### src/rtl/coffee_pkg.sv
// coffee_pkg: coffee type encoding, sequencer states and per-type recipe units
package coffee_pkg;
   typedef enum logic [1:0] {FILTER = 2'b00, BLACK = 2'b01, BRU = 2'b10, NESCAFE = 2'b11} coffee_t;
   typedef enum logic [2:0] {S_IDLE, S_CUP, S_POWDER, S_WATER, S_DONE, S_FAULT} state_t;
   function automatic int unsigned price_units(input coffee_t c);
      return c == FILTER ? 2 : c == BLACK ? 1 : c == BRU ? 5 : 10;
   endfunction
   function automatic int unsigned powder_units(input coffee_t c);
      return c == FILTER ? 1 : c == BLACK ? 0 : 2;
   endfunction
endpackage

### src/rtl/coffee_dispense_seq_if.sv
// coffee_dispense_seq_if: order inputs and actuator/status outputs of the dispense sequencer
interface coffee_dispense_seq_if;
   import coffee_pkg::*;
   logic dispense_req;
   coffee_t coffee_sel;
   logic cup_present;
   logic fault_clr;
   logic cup_drop, powder_valve, water_valve, led_yellow, led_green, fault, busy, pending, done;
   logic [7:0] drop_cnt;
   modport master (
      output dispense_req, coffee_sel, cup_present, fault_clr,
      input cup_drop, powder_valve, water_valve, led_yellow, led_green, fault, busy, pending, done, drop_cnt
   );
   modport slave (
      input dispense_req, coffee_sel, cup_present, fault_clr,
      output cup_drop, powder_valve, water_valve, led_yellow, led_green, fault, busy, pending, done, drop_cnt
   );
endinterface

### src/rtl/phase_timer.sv
// phase_timer: loadable down-counter that parks at zero and flags it
module phase_timer #(
   parameter int TW = 16
) (
   input  logic          clk,
   input  logic          rst,
   input  logic          load,
   input  logic [TW-1:0] value,
   output logic          zero
);
   logic [TW-1:0] cnt;
   always_ff @(posedge clk or posedge rst)
      if (rst) cnt <= '0;
      else cnt <= load ? value : cnt - TW'(cnt != '0);
   assign zero = cnt == '0;
endmodule

### src/rtl/coffee_dispense_seq.sv
// coffee_dispense_seq: runs cup, powder, water and done phases per order with a one-deep order queue
module coffee_dispense_seq
   import coffee_pkg::*;
#(
   parameter int CUP_CYCLES  = 4,
   parameter int POWDER_UNIT = 3,
   parameter int WATER_UNIT  = 8,
   parameter int DONE_CYCLES = 6,
   parameter int TW          = 16
) (
   input logic clk,
   input logic rst,
   coffee_dispense_seq_if.slave bus
);
   localparam longint LIM = longint'(1) << TW;
   if (CUP_CYCLES < 1 || DONE_CYCLES < 1 || POWDER_UNIT < 1 || WATER_UNIT < 1 ||
       longint'(CUP_CYCLES) > LIM || longint'(DONE_CYCLES) > LIM ||
       2 * longint'(POWDER_UNIT) > LIM || 10 * longint'(WATER_UNIT) > LIM) begin : g_bad_params
      $error("coffee_dispense_seq: every phase length must be >= 1 and fit in TW bits");
   end
   state_t state, nxt;
   coffee_t act_sel, pend_sel;
   logic zero, load, active, take, bypass, store, drop;
   logic [TW-1:0] load_val;
   always_comb begin
      nxt = state;
      take = 1'b0;
      bypass = 1'b0;
      case (state)
         S_IDLE:   nxt = bus.dispense_req ? S_CUP : S_IDLE;
         S_CUP:    if (zero) nxt = !bus.cup_present ? S_FAULT : powder_units(act_sel) == 0 ? S_WATER : S_POWDER;
         S_POWDER: nxt = zero ? S_WATER : S_POWDER;
         S_WATER:  nxt = zero ? S_DONE : S_WATER;
         S_DONE:   if (zero) begin
            take = bus.pending;
            bypass = !bus.pending && bus.dispense_req;
            nxt = take || bypass ? S_CUP : S_IDLE;
         end
         S_FAULT:  nxt = bus.fault_clr ? S_IDLE : S_FAULT;
         default:  nxt = S_IDLE;
      endcase
   end
   assign active = state inside {S_CUP, S_POWDER, S_WATER, S_DONE};
   // consuming the queued order frees its slot for a request in the same cycle
   assign store = bus.dispense_req && active && !bypass && (!bus.pending || take) && nxt != S_FAULT;
   assign drop = bus.dispense_req && (state == S_FAULT || (active && bus.pending && !take));
   assign load = nxt != state;
   assign load_val = nxt == S_CUP    ? TW'(CUP_CYCLES - 1) :
                     nxt == S_POWDER ? TW'(powder_units(act_sel) * POWDER_UNIT - 1) :
                     nxt == S_WATER  ? TW'(price_units(act_sel) * WATER_UNIT - 1) :
                                       TW'(DONE_CYCLES - 1);
   phase_timer #(.TW(TW)) timer (.clk(clk), .rst(rst), .load(load), .value(load_val), .zero(zero));
   always_ff @(posedge clk or posedge rst)
      if (rst) begin
         state <= S_IDLE;
         act_sel <= FILTER;
         pend_sel <= FILTER;
         bus.pending <= 1'b0;
         bus.drop_cnt <= 8'd0;
         bus.cup_drop <= 1'b0;
         bus.powder_valve <= 1'b0;
         bus.water_valve <= 1'b0;
         bus.led_yellow <= 1'b0;
         bus.led_green <= 1'b0;
         bus.fault <= 1'b0;
         bus.busy <= 1'b0;
         bus.done <= 1'b0;
      end else begin
         state <= nxt;
         act_sel <= take ? pend_sel : (nxt == S_CUP && state != S_CUP) ? bus.coffee_sel : act_sel;
         pend_sel <= store ? bus.coffee_sel : pend_sel;
         bus.pending <= nxt == S_FAULT ? 1'b0 : store ? 1'b1 : take ? 1'b0 : bus.pending;
         bus.drop_cnt <= bus.drop_cnt + 8'(drop && bus.drop_cnt != 8'hff);
         bus.cup_drop <= nxt == S_CUP;
         bus.powder_valve <= nxt == S_POWDER;
         bus.water_valve <= nxt == S_WATER;
         bus.led_yellow <= nxt inside {S_CUP, S_POWDER, S_WATER};
         bus.led_green <= nxt == S_DONE;
         bus.fault <= nxt == S_FAULT;
         bus.busy <= nxt != S_IDLE;
         bus.done <= nxt == S_DONE && state != S_DONE;
      end
endmodule
### src/flat_wrapper.sv
// flat-port wrapper written by rule: the top's interface ports become plain ports
module coffee_dispense_seq_flat import coffee_pkg::*;
#(
   parameter int CUP_CYCLES  = 4,
   parameter int POWDER_UNIT = 3,
   parameter int WATER_UNIT  = 8,
   parameter int DONE_CYCLES = 6,
   parameter int TW          = 16
)
  (clk, rst, bus_dispense_req, bus_coffee_sel, bus_cup_present, bus_fault_clr, bus_cup_drop, bus_powder_valve, bus_water_valve, bus_led_yellow, bus_led_green, bus_fault, bus_busy, bus_pending, bus_done, bus_drop_cnt);
  coffee_dispense_seq_if bus_i ();
  input logic clk;
  input logic rst;
  input wire logic [$bits(bus_i.dispense_req)-1:0] bus_dispense_req;
  input wire logic [$bits(bus_i.coffee_sel)-1:0] bus_coffee_sel;
  input wire logic [$bits(bus_i.cup_present)-1:0] bus_cup_present;
  input wire logic [$bits(bus_i.fault_clr)-1:0] bus_fault_clr;
  output wire logic [$bits(bus_i.cup_drop)-1:0] bus_cup_drop;
  output wire logic [$bits(bus_i.powder_valve)-1:0] bus_powder_valve;
  output wire logic [$bits(bus_i.water_valve)-1:0] bus_water_valve;
  output wire logic [$bits(bus_i.led_yellow)-1:0] bus_led_yellow;
  output wire logic [$bits(bus_i.led_green)-1:0] bus_led_green;
  output wire logic [$bits(bus_i.fault)-1:0] bus_fault;
  output wire logic [$bits(bus_i.busy)-1:0] bus_busy;
  output wire logic [$bits(bus_i.pending)-1:0] bus_pending;
  output wire logic [$bits(bus_i.done)-1:0] bus_done;
  output wire logic [$bits(bus_i.drop_cnt)-1:0] bus_drop_cnt;
  assign bus_i.dispense_req = bus_dispense_req;
  assign bus_i.coffee_sel = bus_coffee_sel;
  assign bus_i.cup_present = bus_cup_present;
  assign bus_i.fault_clr = bus_fault_clr;
  assign bus_cup_drop = bus_i.cup_drop;
  assign bus_powder_valve = bus_i.powder_valve;
  assign bus_water_valve = bus_i.water_valve;
  assign bus_led_yellow = bus_i.led_yellow;
  assign bus_led_green = bus_i.led_green;
  assign bus_fault = bus_i.fault;
  assign bus_busy = bus_i.busy;
  assign bus_pending = bus_i.pending;
  assign bus_done = bus_i.done;
  assign bus_drop_cnt = bus_i.drop_cnt;
  coffee_dispense_seq #(.CUP_CYCLES(CUP_CYCLES), .POWDER_UNIT(POWDER_UNIT), .WATER_UNIT(WATER_UNIT), .DONE_CYCLES(DONE_CYCLES), .TW(TW)) u_core (.clk(clk), .rst(rst), .bus(bus_i));
endmodule
### config.mk
export PLATFORM = sky130hd
export DESIGN_NAME = coffee_dispense_seq_flat
export DESIGN_NICKNAME = d
export VERILOG_FILES = /design/src/rtl/coffee_pkg.sv /design/src/rtl/coffee_dispense_seq_if.sv /design/src/rtl/phase_timer.sv /design/src/rtl/coffee_dispense_seq.sv /design/src/flat_wrapper.sv
export SDC_FILE = /design/constraint.sdc
export NUM_CORES = 1
export LEC_CHECK = 0
export BUFFER_PORTS_ARGS = -buffer_cell sky130_fd_sc_hd__buf_2
export CAP_MARGIN = 25
export CORE_ASPECT_RATIO = 1.25
export CORE_UTILIZATION = 30
export CTS_CLUSTER_SIZE = 20
export DETAILED_ROUTE_END_ITERATION = 10
export PLACE_DENSITY = 0.55
export SYNTH_ARGS = -nofsm -noshare
export SYNTH_HDL_FRONTEND = slang
export SYNTH_SLANG_ARGS = --single-unit
### constraint.sdc
create_clock -name clk -period 4.05 [get_ports clk]
set_clock_uncertainty 0.05 [all_clocks]
set_input_delay 0.81 -clock clk [delete_from_list [all_inputs] [get_ports clk]]
set_output_delay 0.81 -clock clk [all_outputs]
set_load 0.02 [all_outputs]
==> results.sh, run 1 <==
export IMPL_drive_above_1_share=0.190
export IMPL_synth_edff_count=0
export IMPL_final_hold_viol_count=0
export IMPL_floorplan_die_width_um=79.5
export IMPL_placed_cells_incl_taps=329
export IMPL_irDropWorstVdd_mv=0.238
export IMPL_num_fill_cells=701
export IMPL_num_antenna_cells=0
export IMPL_gp_routability_congestion=0.827
export IMPL_grt_pass1_vias=1687
export IMPL_synthDistinctLibCells=51
export IMPL_clock_tree_htree_level_count=2
export IMPL_post_layout_total_power_w=0.00183
export IMPL_netSwitchingFraction=0.407
export IMPL_syn_to_final_growth_pct=14.5
export IMPL_cellPowerDensity_mw_per_mm2=711
export IMPL_antenna_found_initial=0
export IMPL_commonest_non_fill_non_tap_cells_in_the_layout="sky130_fd_sc_hd__dfrtp_1, sky130_fd_sc_hd__buf_2, sky130_fd_sc_hd__nor2_1, sky130_fd_sc_hd__xnor2_1, sky130_fd_sc_hd__a21oi_1"
export IMPL_synth_flop_cell="sky130_fd_sc_hd__dfrtp_1"
export IMPL_globalRouteOverflowTotal=0
export IMPL_pwr_share_clk=0.199
export IMPL_die_height_um=98.8
export IMPL_floorplan_core_area_sq_mm=0.00710
export IMPL_syn_instance_count=221
export IMPL_post_route_period_util=0.831
export IMPL_setup_crit_end="u_core.timer.cnt[13]"
export IMPL_detail_route_iter0_violations=119
export IMPL_clk_pin_slew_worst_paths_ns=0.08
export IMPL_fin_setup_tns_ns=0
export IMPL_boundaryPins=24
export IMPL_tritoncts_num_buffers=5
export IMPL_max_slew_worst_pin_slew_ns=0.722
export IMPL_grt_max_degree=23
export IMPL_worstPathMaxFanout=8
export IMPL_avgSynthCellArea_sq_um=10.2
export IMPL_criticalPathCategory="flip-flop to flip-flop"
export IMPL_syn_num_nets=238
export IMPL_status="completed"
export IMPL_insertion_delay_of_the_later_clocked_pin_in_the_worst_skew_pair_ns=0.30
export IMPL_timing_final_ws_setup_ns=0.686
export IMPL_cp_data_arrival_time_ns=3.45
export IMPL_synth_warning_count=0
export IMPL_postSynth_asyncResetShare=1.00
export IMPL_regToRegStartpoint="u_core.timer.cnt[6]"
export IMPL_initial_core_util=0.317
export IMPL_globalRouteTotalUtil=0.135
export IMPL_timing_max_transition_violations_final=0
export IMPL_row_count=34
export IMPL_crit_path_start="u_core.timer.cnt[6]"
export IMPL_cts_resized=0
export IMPL_syn_area_sq_mm=0.00225
export IMPL_mostFrequentLayoutCell="sky130_fd_sc_hd__dfrtp_1"
export IMPL_multi_input_gate_area_sq_mm=0.00116
export IMPL_seq_area_frac_synth=0.445
export IMPL_holdCritPathClass="flip-flop to flip-flop"
export IMPL_r2r_slack_ns=0.69
export IMPL_nNetsFinal=263
export IMPL_clockBufferDepth=2
export IMPL_hold_worst_slack_ns=0.439
export IMPL_part_of_the_power_in_combinational_logic=0.428
export IMPL_maxCapViolCount=0
export IMPL_dp_hpwl_mm=3.66
export IMPL_ff2ff_path_depth=7
export IMPL_avgRoutedWirePerCell_um=14.4
export IMPL_via_per_inst=5.12
export IMPL_initial_drt_pass_iterations=4
export IMPL_vias=1725
export IMPL_count_of_hold_fix_buffers_inserted_at_cts=0
export IMPL_setup_fix_bufs_post_cts=0
export IMPL_synth_ff_latch_count=40
export IMPL_maxSlewHeadroom=0.518
export IMPL_post_route_min_period_ns=3.36
export IMPL_critical_path_reg2reg_endpoint="u_core.timer.cnt[13]"
export IMPL_critPathCaptureType="flip-flop"
export IMPL_place_port_buffers=23
export IMPL_cell_internal_pwr_w=0.00109
export IMPL_rsz0062_at_grt="no"
export IMPL_static_leakage_power_nw=1.16
export IMPL_grt_first_pass_wirelength_mm=8.21
export IMPL_post_layout_nonfiller_instances=337
export IMPL_required_time_worst_endpoint_ns=4.14
export IMPL_crit_path_start_kind="flip-flop"
export IMPL_cts_sink_count=40
export IMPL_power_net_switching_w=0.000747
export IMPL_ant_nets=0
export IMPL_post_route_drc_count=0
export IMPL_worst_setup_slack_post_dpl_ns=0.688
export IMPL_fmax_mhz=297
export IMPL_design_die_area_sq_mm=0.00786
export IMPL_sequential_standard_cell_area_sq_mm=0.00100
export IMPL_pwr_share_seq=0.373
export IMPL_cts_root_buf="sky130_fd_sc_hd__clkbuf_8"
export IMPL_setup_viol_count_final=0
export IMPL_cts_tree="done"
export IMPL_routed_wirelength_mm=4.85
==> metrics by stage <==
stage / cell area, sq um / util
5_1_grt: 2580 / 0.363
2_1_floorplan: 2250 / -
4_1_cts: 2580 / 0.363
3_5_place_dp: 2450 / 0.345
6_report: 2580 / 0.363
3_3_place_gp: 2450 / 0.345
==> cells by family after synthesis <==
kind of cell,synth area share
multiplexers,0.0411
adder cells (fa/ha/maj),0.0556
AO/OA/AOI/OAI,0.161
AND/OR/NAND/NOR,0.189
XOR/XNOR,0.0700
buffers and inverters,0.0389
flip-flops,0.445
==> flip-flops by register name, summed over array words and instances, names as in the netlist <==
signal and cells:
u_core.state 3, u_core.bus.powder_valve 1, u_core.bus.led_green 1, u_core.bus.drop_cnt 8
u_core.bus.pending 1, u_core.bus.fault 1, u_core.bus.busy 1, u_core.bus.led_yellow 1
u_core.timer.cnt 16, u_core.pend_sel 2, u_core.bus.done 1, u_core.bus.cup_drop 1
u_core.bus.water_valve 1, u_core.act_sel 2
==> final cells by class <==
| type | count | area share |
|---|---|---|
| inverters | 12 | 0.0175 |
| well taps | 90 | 0.0437 |
| clock buffers | 7 | 0.0374 |
| multi-input cells | 162 | 0.451 |
| flip-flops and latches | 40 | 0.388 |
| repair buffers | 25 | 0.0505 |
| clock inverters | 1 | 0.0117 |
==> Yosys cell counts, types with 2 or more instances <==
library cell | n | area [sq um]
sky130_fd_sc_hd__nor2_1 | 19 | 71.3
sky130_fd_sc_hd__ha_1 | 10 | 125
sky130_fd_sc_hd__clkbuf_1 | 4 | 15.0
sky130_fd_sc_hd__nor2b_1 | 2 | 12.5
sky130_fd_sc_hd__nor3_1 | 6 | 30.0
sky130_fd_sc_hd__dfrtp_1 | 40 | 1000
sky130_fd_sc_hd__or4_1 | 2 | 15.0
sky130_fd_sc_hd__and2_1 | 2 | 12.5
sky130_fd_sc_hd__nand2_1 | 11 | 41.3
sky130_fd_sc_hd__xnor2_1 | 13 | 114
sky130_fd_sc_hd__buf_6 | 2 | 22.5
sky130_fd_sc_hd__o31ai_1 | 2 | 15.0
sky130_fd_sc_hd__inv_1 | 11 | 41.3
sky130_fd_sc_hd__o22ai_1 | 6 | 37.5
sky130_fd_sc_hd__o21ai_1 | 2 | 10.0
sky130_fd_sc_hd__nor4_1 | 6 | 37.5
sky130_fd_sc_hd__o21ai_0 | 9 | 45.0
sky130_fd_sc_hd__a31oi_1 | 3 | 18.8
sky130_fd_sc_hd__mux2_1 | 2 | 22.5
sky130_fd_sc_hd__and3_1 | 6 | 37.5
sky130_fd_sc_hd__nand3_1 | 5 | 25.0
sky130_fd_sc_hd__a21oi_1 | 12 | 60.1
sky130_fd_sc_hd__nand4_1 | 4 | 25.0
sky130_fd_sc_hd__xor2_1 | 5 | 43.8
sky130_fd_sc_hd__nand2b_1 | 5 | 31.3
sky130_fd_sc_hd__mux2i_1 | 7 | 70.1
==> metal layers <==
| layer | GRT usage | share of wire | vias up |
|---|---|---|---|
| met4 | 0.0811 | 0.042 | 0 |
| met3 | 0.0241 | 0.034 | 20 |
| li1 | - | - | 845 |
| met1 | 0.171 | 0.46 | 823 |
| met5 | 0 | 0 | - |
| met2 | 0.212 | 0.47 | 37 |
==> critical path, cell delays in order (launching register included) <==
cell and delay, ns:
sky130_fd_sc_hd__dfrtp_1 0.43, sky130_fd_sc_hd__or4_1 0.66, sky130_fd_sc_hd__nor4_1 0.62, sky130_fd_sc_hd__and3_1 0.28, sky130_fd_sc_hd__mux2i_1 0.54, sky130_fd_sc_hd__inv_1 0.31
sky130_fd_sc_hd__nand4_1 0.19, sky130_fd_sc_hd__o21ai_0 0.12
==> how the worst min path moves through the flow <==
| stage | to | from | cells after the start | slack [ns] |
|---|---|---|---|---|
| 6_report | u_core.pend_sel[0] | u_core.pend_sel[0] | 1 | 0.44 |
| 5_1_grt | u_core.bus.drop_cnt[5] | u_core.bus.drop_cnt[5] | 1 | 0.47 |
| 4_1_cts | u_core.pend_sel[1] | u_core.pend_sel[1] | 1 | 0.45 |
| 3_5_place_dp | u_core.pend_sel[1] | u_core.pend_sel[1] | 1 | 0.43 |
| 3_3_place_gp | u_core.pend_sel[0] | u_core.pend_sel[0] | 1 | 0.42 |
| 2_1_floorplan | u_core.pend_sel[0] | u_core.pend_sel[0] | 1 | 0.41 |
==> power by group through the flow <==
| stage | combinational (W) | sequential, W | clock [W] |
|---|---|---|---|
| after floorplan | 0.000570 | 0.000710 | 0 |
| after global placement | 0.000786 | 0.000689 | 0 |
| after detailed placement | 0.000791 | 0.000691 | 0 |
| after CTS | 0.000794 | 0.000685 | 0.000366 |
| after global routing | 0.000874 | 0.000708 | 0.000386 |
| final | 0.000785 | 0.000684 | 0.000364 |
No activity file was read; power rests on OpenSTA's default activity.
==> run 2, diff against run 1 <==
--- a/config.mk
+++ b/config.mk
@@ -5,6 +5,7 @@
 export SDC_FILE = /design/constraint.sdc
 export NUM_CORES = 1
 export LEC_CHECK = 0
+export ABC_AREA = 1
 export BUFFER_PORTS_ARGS = -buffer_cell sky130_fd_sc_hd__buf_2
 export CAP_MARGIN = 25
 export CORE_ASPECT_RATIO = 1.25
==> constraint.sdc (replaced) <==
create_clock -name clk -period 3.5 [get_ports clk]
set_clock_uncertainty 0.05 [all_clocks]
set_input_delay 0.7 -clock clk [delete_from_list [all_inputs] [get_ports clk]]
set_output_delay 0.7 -clock clk [all_outputs]
set_load 0.02 [all_outputs]
==> results.sh, run 2 <==
export IMPL_post_route_period_util=0.677
export IMPL_cts_root_buf="sky130_fd_sc_hd__clkbuf_8"
export IMPL_top_register="u_core.timer.cnt"
export IMPL_synthMostInstantiatedCell="sky130_fd_sc_hd__nand2_1"
export IMPL_cts_sink_count=40
export IMPL_dp_hpwl_mm=4.20
export IMPL_holdCritPathClass="primary input to asynchronous set/reset pin"
export IMPL_ant_nets=0
export IMPL_grt_first_pass_wirelength_mm=9.53
export IMPL_syn_area_sq_mm=0.00249
export IMPL_boundaryPins=24
export IMPL_initial_core_util=0.314
export IMPL_design_die_area_sq_mm=0.00867
export IMPL_use_met3=0.0190
export IMPL_drive_above_1_share=0.237
export IMPL_cellPowerDensity_mw_per_mm2=964
export IMPL_synthTopCellsByArea="sky130_fd_sc_hd__dfrtp_1, sky130_fd_sc_hd__nand2_1, sky130_fd_sc_hd__nand3_1"
export IMPL_routed_wirelength_mm=5.38
export IMPL_initial_drt_pass_iterations=4
export IMPL_synthDominantAreaCellType="sky130_fd_sc_hd__dfrtp_1"
export IMPL_cts_tree="done"
export IMPL_maxSlewHeadroom=0.719
export IMPL_static_leakage_power_nw=1.56
export IMPL_floorplan_die_width_um=83.5
export IMPL_synth_commonest_cells="sky130_fd_sc_hd__nand2_1, sky130_fd_sc_hd__dfrtp_1, sky130_fd_sc_hd__inv_1"
export IMPL_post_layout_total_power_w=0.00274
export IMPL_largest_register_ffs=16
export IMPL_layout_cell_area_non_filler_sq_mm=0.00284
export IMPL_globalRouteTotalUtil=0.136
export IMPL_synth_flop_cell="sky130_fd_sc_hd__dfrtp_1"
export IMPL_nNetsFinal=349
export IMPL_final_hold_viol_count=0
export IMPL_mostFrequentLayoutCell="sky130_fd_sc_hd__nand2_1"
export IMPL_hold_worst_slack_ns=0.260
export IMPL_avgSynthCellArea_sq_um=8.22
export IMPL_max_slew_worst_pin_slew_ns=0.420
export IMPL_syn_instance_count=303
export IMPL_fmax_mhz=422
export IMPL_fin_setup_tns_ns=0
export IMPL_timing_max_transition_violations_final=0
export IMPL_clock_tree_htree_level_count=2
export IMPL_criticalPathCategory="flip-flop to flip-flop"
export IMPL_cp_data_arrival_time_ns=2.50
export IMPL_globalRouteMet2Util=0.245
export IMPL_postPlaceCellArea_sq_mm=0.00270
export IMPL_seq_area_frac_synth=0.402
export IMPL_synth_top_area_share=0.402
export IMPL_layout_top_registers="u_core.timer.cnt x16, u_core.bus.drop_cnt x8, u_core.state x3"
export IMPL_syn_to_final_growth_pct=14.2
export IMPL_post_route_drc_count=0
export IMPL_grt_pass1_vias=2058
export IMPL_count_of_hold_fix_buffers_inserted_at_cts=0
export IMPL_rsz0062_at_grt="no"
export IMPL_postSynth_asyncResetShare=1.00
export IMPL_insertion_delay_of_the_later_clocked_pin_in_the_worst_skew_pair_ns=0.30
export IMPL_num_antenna_cells=0
export IMPL_grt_busiest_layer="met2"
export IMPL_crit_path_start_kind="flip-flop"
export IMPL_worstPathMaxFanout=16
export IMPL_setup_viol_count_final=0
export IMPL_syn_num_nets=320
export IMPL_post_route_min_period_ns=2.37
export IMPL_vias=1927
export IMPL_globalRouteOverflowTotal=0
export IMPL_synth_ff_latch_count=40
export IMPL_fin_util=0.359
export IMPL_die_height_um=104
export IMPL_cts_resized=0
export IMPL_clk_pin_slew_worst_paths_ns=0.09
export IMPL_via_per_inst=4.50
export IMPL_required_time_worst_endpoint_ns=3.63
export IMPL_status="completed"
export IMPL_place_port_buffers=23
export IMPL_floorplan_core_area_sq_mm=0.00793
export IMPL_synth_edff_count=0
export IMPL_tritoncts_num_buffers=5
export IMPL_critPathCaptureType="flip-flop"
export IMPL_irDropWorstVdd_mv=0.621
export IMPL_grtUsageMet1=0.164
export IMPL_row_count=36
export IMPL_ff2ff_path_depth=12
export IMPL_detail_route_iter0_violations=95
export IMPL_synth_warning_count=0
export IMPL_antenna_found_initial=0
export IMPL_grt_max_degree=24
export IMPL_avgRoutedWirePerCell_um=12.6
export IMPL_gp_routability_congestion=0.845
export IMPL_maxCapViolCount=0
export IMPL_commonest_non_fill_non_tap_cells_in_the_layout="sky130_fd_sc_hd__nand2_1, sky130_fd_sc_hd__dfrtp_1, sky130_fd_sc_hd__inv_1, sky130_fd_sc_hd__nand3_1, sky130_fd_sc_hd__nor2_1"
export IMPL_num_fill_cells=848
export IMPL_clockBufferDepth=2
export IMPL_synthDistinctLibCells=28
export IMPL_setup_fix_bufs_post_cts=0
-- run 2: cell count changes after synthesis, moves of 7 or more --
cell / delta
sky130_fd_sc_hd__a21oi_1: -8
sky130_fd_sc_hd__inv_1: +27
sky130_fd_sc_hd__mux2i_1: -7
sky130_fd_sc_hd__nand2_1: +46
sky130_fd_sc_hd__nand2_2: +12
sky130_fd_sc_hd__nand3_1: +32
sky130_fd_sc_hd__nor2_1: +9
-- run 2: metal layers --
metal  part of all wire  routed length, um
met2               0.52               2780
met5                  0                  0
met3              0.019                104
met4              0.015                 82
met1               0.45               2400
-- run 2: kinds of logic (layout without fill, tap and decap cells) --
kind of cell / after synthesis / after routing / synth area share
DFF: 40 / 40 / 0.402
buffers and inverters: 48 / 78 / 0.0799
and+or+nand+nor: 170 / 170 / 0.369
AOI/OAI and AO/OA: 19 / 19 / 0.0422
xor gates and xnor gates: 16 / 16 / 0.0563
adders and majority gates: 10 / 10 / 0.0503
-- run 2: final timing paths --
kind	startpoint	endpoint	slack, ns
max in group asynchronous	rst	u_core.timer.cnt[12]	2.45
min in group clk	u_core.pend_sel[1]	u_core.pend_sel[1]	0.44
worst max-delay path	u_core.timer.cnt[13]	u_core.timer.cnt[8]	1.13
worst max register to register	u_core.timer.cnt[13]	u_core.timer.cnt[8]	1.13
worst min-delay path	rst	u_core.bus.drop_cnt[3]	0.26
worst min register to register	u_core.pend_sel[1]	u_core.pend_sel[1]	0.44
-- run 2: layout make-up --
type / count / area [sq um] / area share
clock buffer: 5 / 68.8 / 0.0242
clock inverter: 3 / 46.3 / 0.0163
inverter: 45 / 169 / 0.0594
multi-input combinational: 215 / 1290 / 0.454
sequential: 40 / 1000 / 0.352
tap: 95 / 119 / 0.0418
timing repair buffer: 25 / 150 / 0.0528
-- run 2: worst max-delay path, stage by stage, from the launching register on --
cell	delay (ns)
sky130_fd_sc_hd__dfrtp_1	0.42
sky130_fd_sc_hd__nor2_1	0.16
sky130_fd_sc_hd__nand2_1	0.12
sky130_fd_sc_hd__nor2_4	0.17
sky130_fd_sc_hd__nand2_4	0.12
sky130_fd_sc_hd__nand2_1	0.08
sky130_fd_sc_hd__nand3_1	0.10
sky130_fd_sc_hd__nand2_2	0.29
sky130_fd_sc_hd__nand2_2	0.08
sky130_fd_sc_hd__nand2_2	0.28
sky130_fd_sc_hd__nand2_4	0.16
sky130_fd_sc_hd__nand3_1	0.15
sky130_fd_sc_hd__nand2_1	0.07
-- run 2: per-stage QoR --
stage	worst slack, ns	cells
global placement	1.12	419
global route	0.893	428
CTS	1.11	427
detailed placement	1.08	419
floorplan	1.53	303
finish	1.13	428
-- run 2: report_power, final --
part | switching, W | total (W) | internal [W]
sequential | 0.000158 | 0.000799 | 0.000641
combinational | 0.00104 | 0.00155 | 0.000508
clock | 0.000183 | 0.000398 | 0.000215
==> run 3, diff against run 2 <==
--- a/config.mk
+++ b/config.mk
@@ -12,7 +12,7 @@
 export CORE_UTILIZATION = 30
 export CTS_CLUSTER_SIZE = 20
 export DETAILED_ROUTE_END_ITERATION = 10
-export PLACE_DENSITY = 0.55
+export PLACE_DENSITY = 0.57
 export SYNTH_ARGS = -nofsm -noshare
 export SYNTH_HDL_FRONTEND = slang
 export SYNTH_SLANG_ARGS = --single-unit
==> constraint.sdc (replaced) <==
create_clock -name clk -period 2.1 [get_ports clk]
set_clock_uncertainty 0.05 [all_clocks]
set_input_delay 0.42 -clock clk [delete_from_list [all_inputs] [get_ports clk]]
set_output_delay 0.42 -clock clk [all_outputs]
set_load 0.02 [all_outputs]
==> results.sh, run 3 (synthesized netlist as in run 2, its figures left out) <==
export IMPL_status="completed"
export IMPL_clk_pin_slew_worst_paths_ns=0.09
export IMPL_via_per_inst=4.59
export IMPL_required_time_worst_endpoint_ns=2.23
export IMPL_top_register="u_core.timer.cnt"
export IMPL_regToRegStartpoint="u_core.timer.cnt[4]"
export IMPL_fin_setup_tns_ns=0
export IMPL_cellPowerDensity_mw_per_mm2=1630
export IMPL_gp_routability_congestion=0.906
export IMPL_detail_route_iter0_violations=96
export IMPL_maxSlewHeadroom=0.656
export IMPL_largest_register_ffs=16
export IMPL_post_route_drc_count=0
export IMPL_die_height_um=104
export IMPL_slowest_delay_ns=0.44
export IMPL_grt_pass1_vias=2100
export IMPL_irDropWorstVdd_mv=0.757
export IMPL_multi_input_gate_area_sq_mm=0.00137
export IMPL_r2r_slack_ns=0.06
export IMPL_commonest_non_fill_non_tap_cells_in_the_layout="sky130_fd_sc_hd__nand2_1, sky130_fd_sc_hd__inv_1, sky130_fd_sc_hd__dfrtp_1, sky130_fd_sc_hd__nand3_1, sky130_fd_sc_hd__buf_4"
export IMPL_ff2ff_path_depth=14
export IMPL_initial_core_util=0.314
export IMPL_maxCapViolCount=0
export IMPL_fmax_mhz=490
export IMPL_post_route_period_util=0.972
export IMPL_crit_top_cell="sky130_fd_sc_hd__nand2_4"
export IMPL_grt_first_pass_wirelength_mm=9.36
export IMPL_mostFrequentLayoutCell="sky130_fd_sc_hd__nand2_1"
export IMPL_postPlaceCellArea_sq_mm=0.00290
export IMPL_rsz0062_at_grt="yes"
export IMPL_criticalPathCategory="flip-flop to flip-flop"
export IMPL_row_count=36
export IMPL_cts_sink_count=40
export IMPL_cp_cell_sequence="nor2_2 > nand2_2 > nor2_4 > nand2_4 > buf_6 > nand2_4 > inv_2 > nor2_4 > nand2_4 > buf_12 > nor2_8 > nand2_4 > nand3_2 > nand2_1"
export IMPL_avgRoutedWirePerCell_um=12.5
export IMPL_ant_nets=0
export IMPL_cp_data_arrival_time_ns=2.18
export IMPL_antenna_found_initial=0
export IMPL_floorplan_die_width_um=83.5
export IMPL_setup_crit_end="u_core.timer.cnt[5]"
export IMPL_setup_viol_count_final=0
export IMPL_globalRouteOverflowTotal=0
export IMPL_grt_max_degree=41
export IMPL_timing_max_transition_violations_final=0
export IMPL_initial_drt_pass_iterations=4
export IMPL_clockBufferDepth=2
export IMPL_post_route_min_period_ns=2.04
export IMPL_boundaryPins=24
export IMPL_syn_to_final_growth_pct=27.6
export IMPL_critical_path_reg2reg_endpoint="u_core.timer.cnt[5]"
export IMPL_crit_path_start="u_core.timer.cnt[4]"
export IMPL_nNetsFinal=382
export IMPL_dp_hpwl_mm=4.28
export IMPL_timing_final_ws_setup_ns=0.0584
export IMPL_count_of_hold_fix_buffers_inserted_at_cts=0
export IMPL_critPathCaptureType="flip-flop"
export IMPL_globalRouteTotalUtil=0.134
export IMPL_crit_path_start_kind="flip-flop"
export IMPL_num_antenna_cells=0
export IMPL_routed_wirelength_mm=5.74
export IMPL_worst_setup_slack_post_dpl_ns=0.0186
export IMPL_fin_util=0.401
export IMPL_static_leakage_power_nw=1.73
export IMPL_cts_root_buf="sky130_fd_sc_hd__clkbuf_8"
export IMPL_max_slew_worst_pin_slew_ns=0.515
export IMPL_cts_tree="done"
export IMPL_final_hold_viol_count=0
export IMPL_vias=2117
export IMPL_place_port_buffers=23
export IMPL_floorplan_core_area_sq_mm=0.00793
export IMPL_sequential_standard_cell_area_sq_mm=0.00100
export IMPL_num_fill_cells=817
export IMPL_layout_cell_area_non_filler_sq_mm=0.00318
export IMPL_layout_top_registers="u_core.timer.cnt x16, u_core.bus.drop_cnt x8, u_core.state x3"
export IMPL_worst_path_max_delay_cell="sky130_fd_sc_hd__dfrtp_1"
export IMPL_clock_tree_htree_level_count=2
export IMPL_insertion_delay_of_the_later_clocked_pin_in_the_worst_skew_pair_ns=0.30
export IMPL_design_die_area_sq_mm=0.00867
export IMPL_drive_above_1_share=0.352
export IMPL_worstPathMaxFanout=10
export IMPL_holdCritPathClass="primary input to asynchronous set/reset pin"
export IMPL_tritoncts_num_buffers=5
run 3: final cells by class:
| type | count | area share |
|---|---|---|
| Clock buffer | 6 | 0.0228 |
| Timing Repair Buffer | 58 | 0.128 |
| Tap cell | 95 | 0.0374 |
| Sequential cell | 40 | 0.316 |
| Multi-Input combinational cell | 215 | 0.431 |
| Clock inverter | 2 | 0.0110 |
| Inverter | 45 | 0.0531 |
run 3: per-layer routing:
metal,vias to the layer above,GRT usage,part of all wire,wire length [um]
li1,1075,-,-,-
met1,991,0.143,0.40,2270
met2,34,0.246,0.54,3100
met3,17,0.0190,0.021,122
met4,0,0.0823,0.043,248
met5,-,0,0,0
run 3: worst max-delay path: cells and delay by family (launching register included):
family                 cells  cell delay (ns)
DFF                        1             0.44
buffers and inverters      3             0.31
and+or+nand+nor           11             1.13
run 3: worst min-delay path by stage:
stage | startpoint | end | slack, ns | depth (start not counted)
2_1_floorplan | u_core.pend_sel[0] | u_core.pend_sel[0] | 0.40 | 2
3_3_place_gp | u_core.pend_sel[0] | u_core.pend_sel[0] | 0.42 | 2
3_5_place_dp | u_core.pend_sel[0] | u_core.pend_sel[0] | 0.42 | 2
5_1_grt | rst | u_core.timer.cnt[11] | 0.25 | 3
4_1_cts | rst | u_core.timer.cnt[15] | 0.20 | 3
6_report | rst | u_core.timer.cnt[15] | 0.17 | 3
run 3: power by group:
| part | switching, W | internal [W] | leakage, nW |
|---|---|---|---|
| combinational | 0.00191 | 0.00129 | 1.17 |
| sequential | 0.000270 | 0.00107 | 0.511 |
| clock | 0.000272 | 0.000353 | 0.0552 |
| total | 0.00246 | 0.00272 | 1.73 |
run 3: what timing repair did:
action                                  CTS  global route
pin swaps                                 0            13
endpoints found under the setup margin    1            28
resized for setup                         1            23
buffers inserted                          0            11
run 3: metrics by stage:
stage	cells	hold WS, ns	power, W
final	461	0.172	0.00517
after global routing	461	0.250	0.00560
after CTS	450	0.203	0.00496
after detailed placement	442	0.417	0.00431
after global placement	442	0.417	0.00430
after floorplan	303	0.399	0.00342
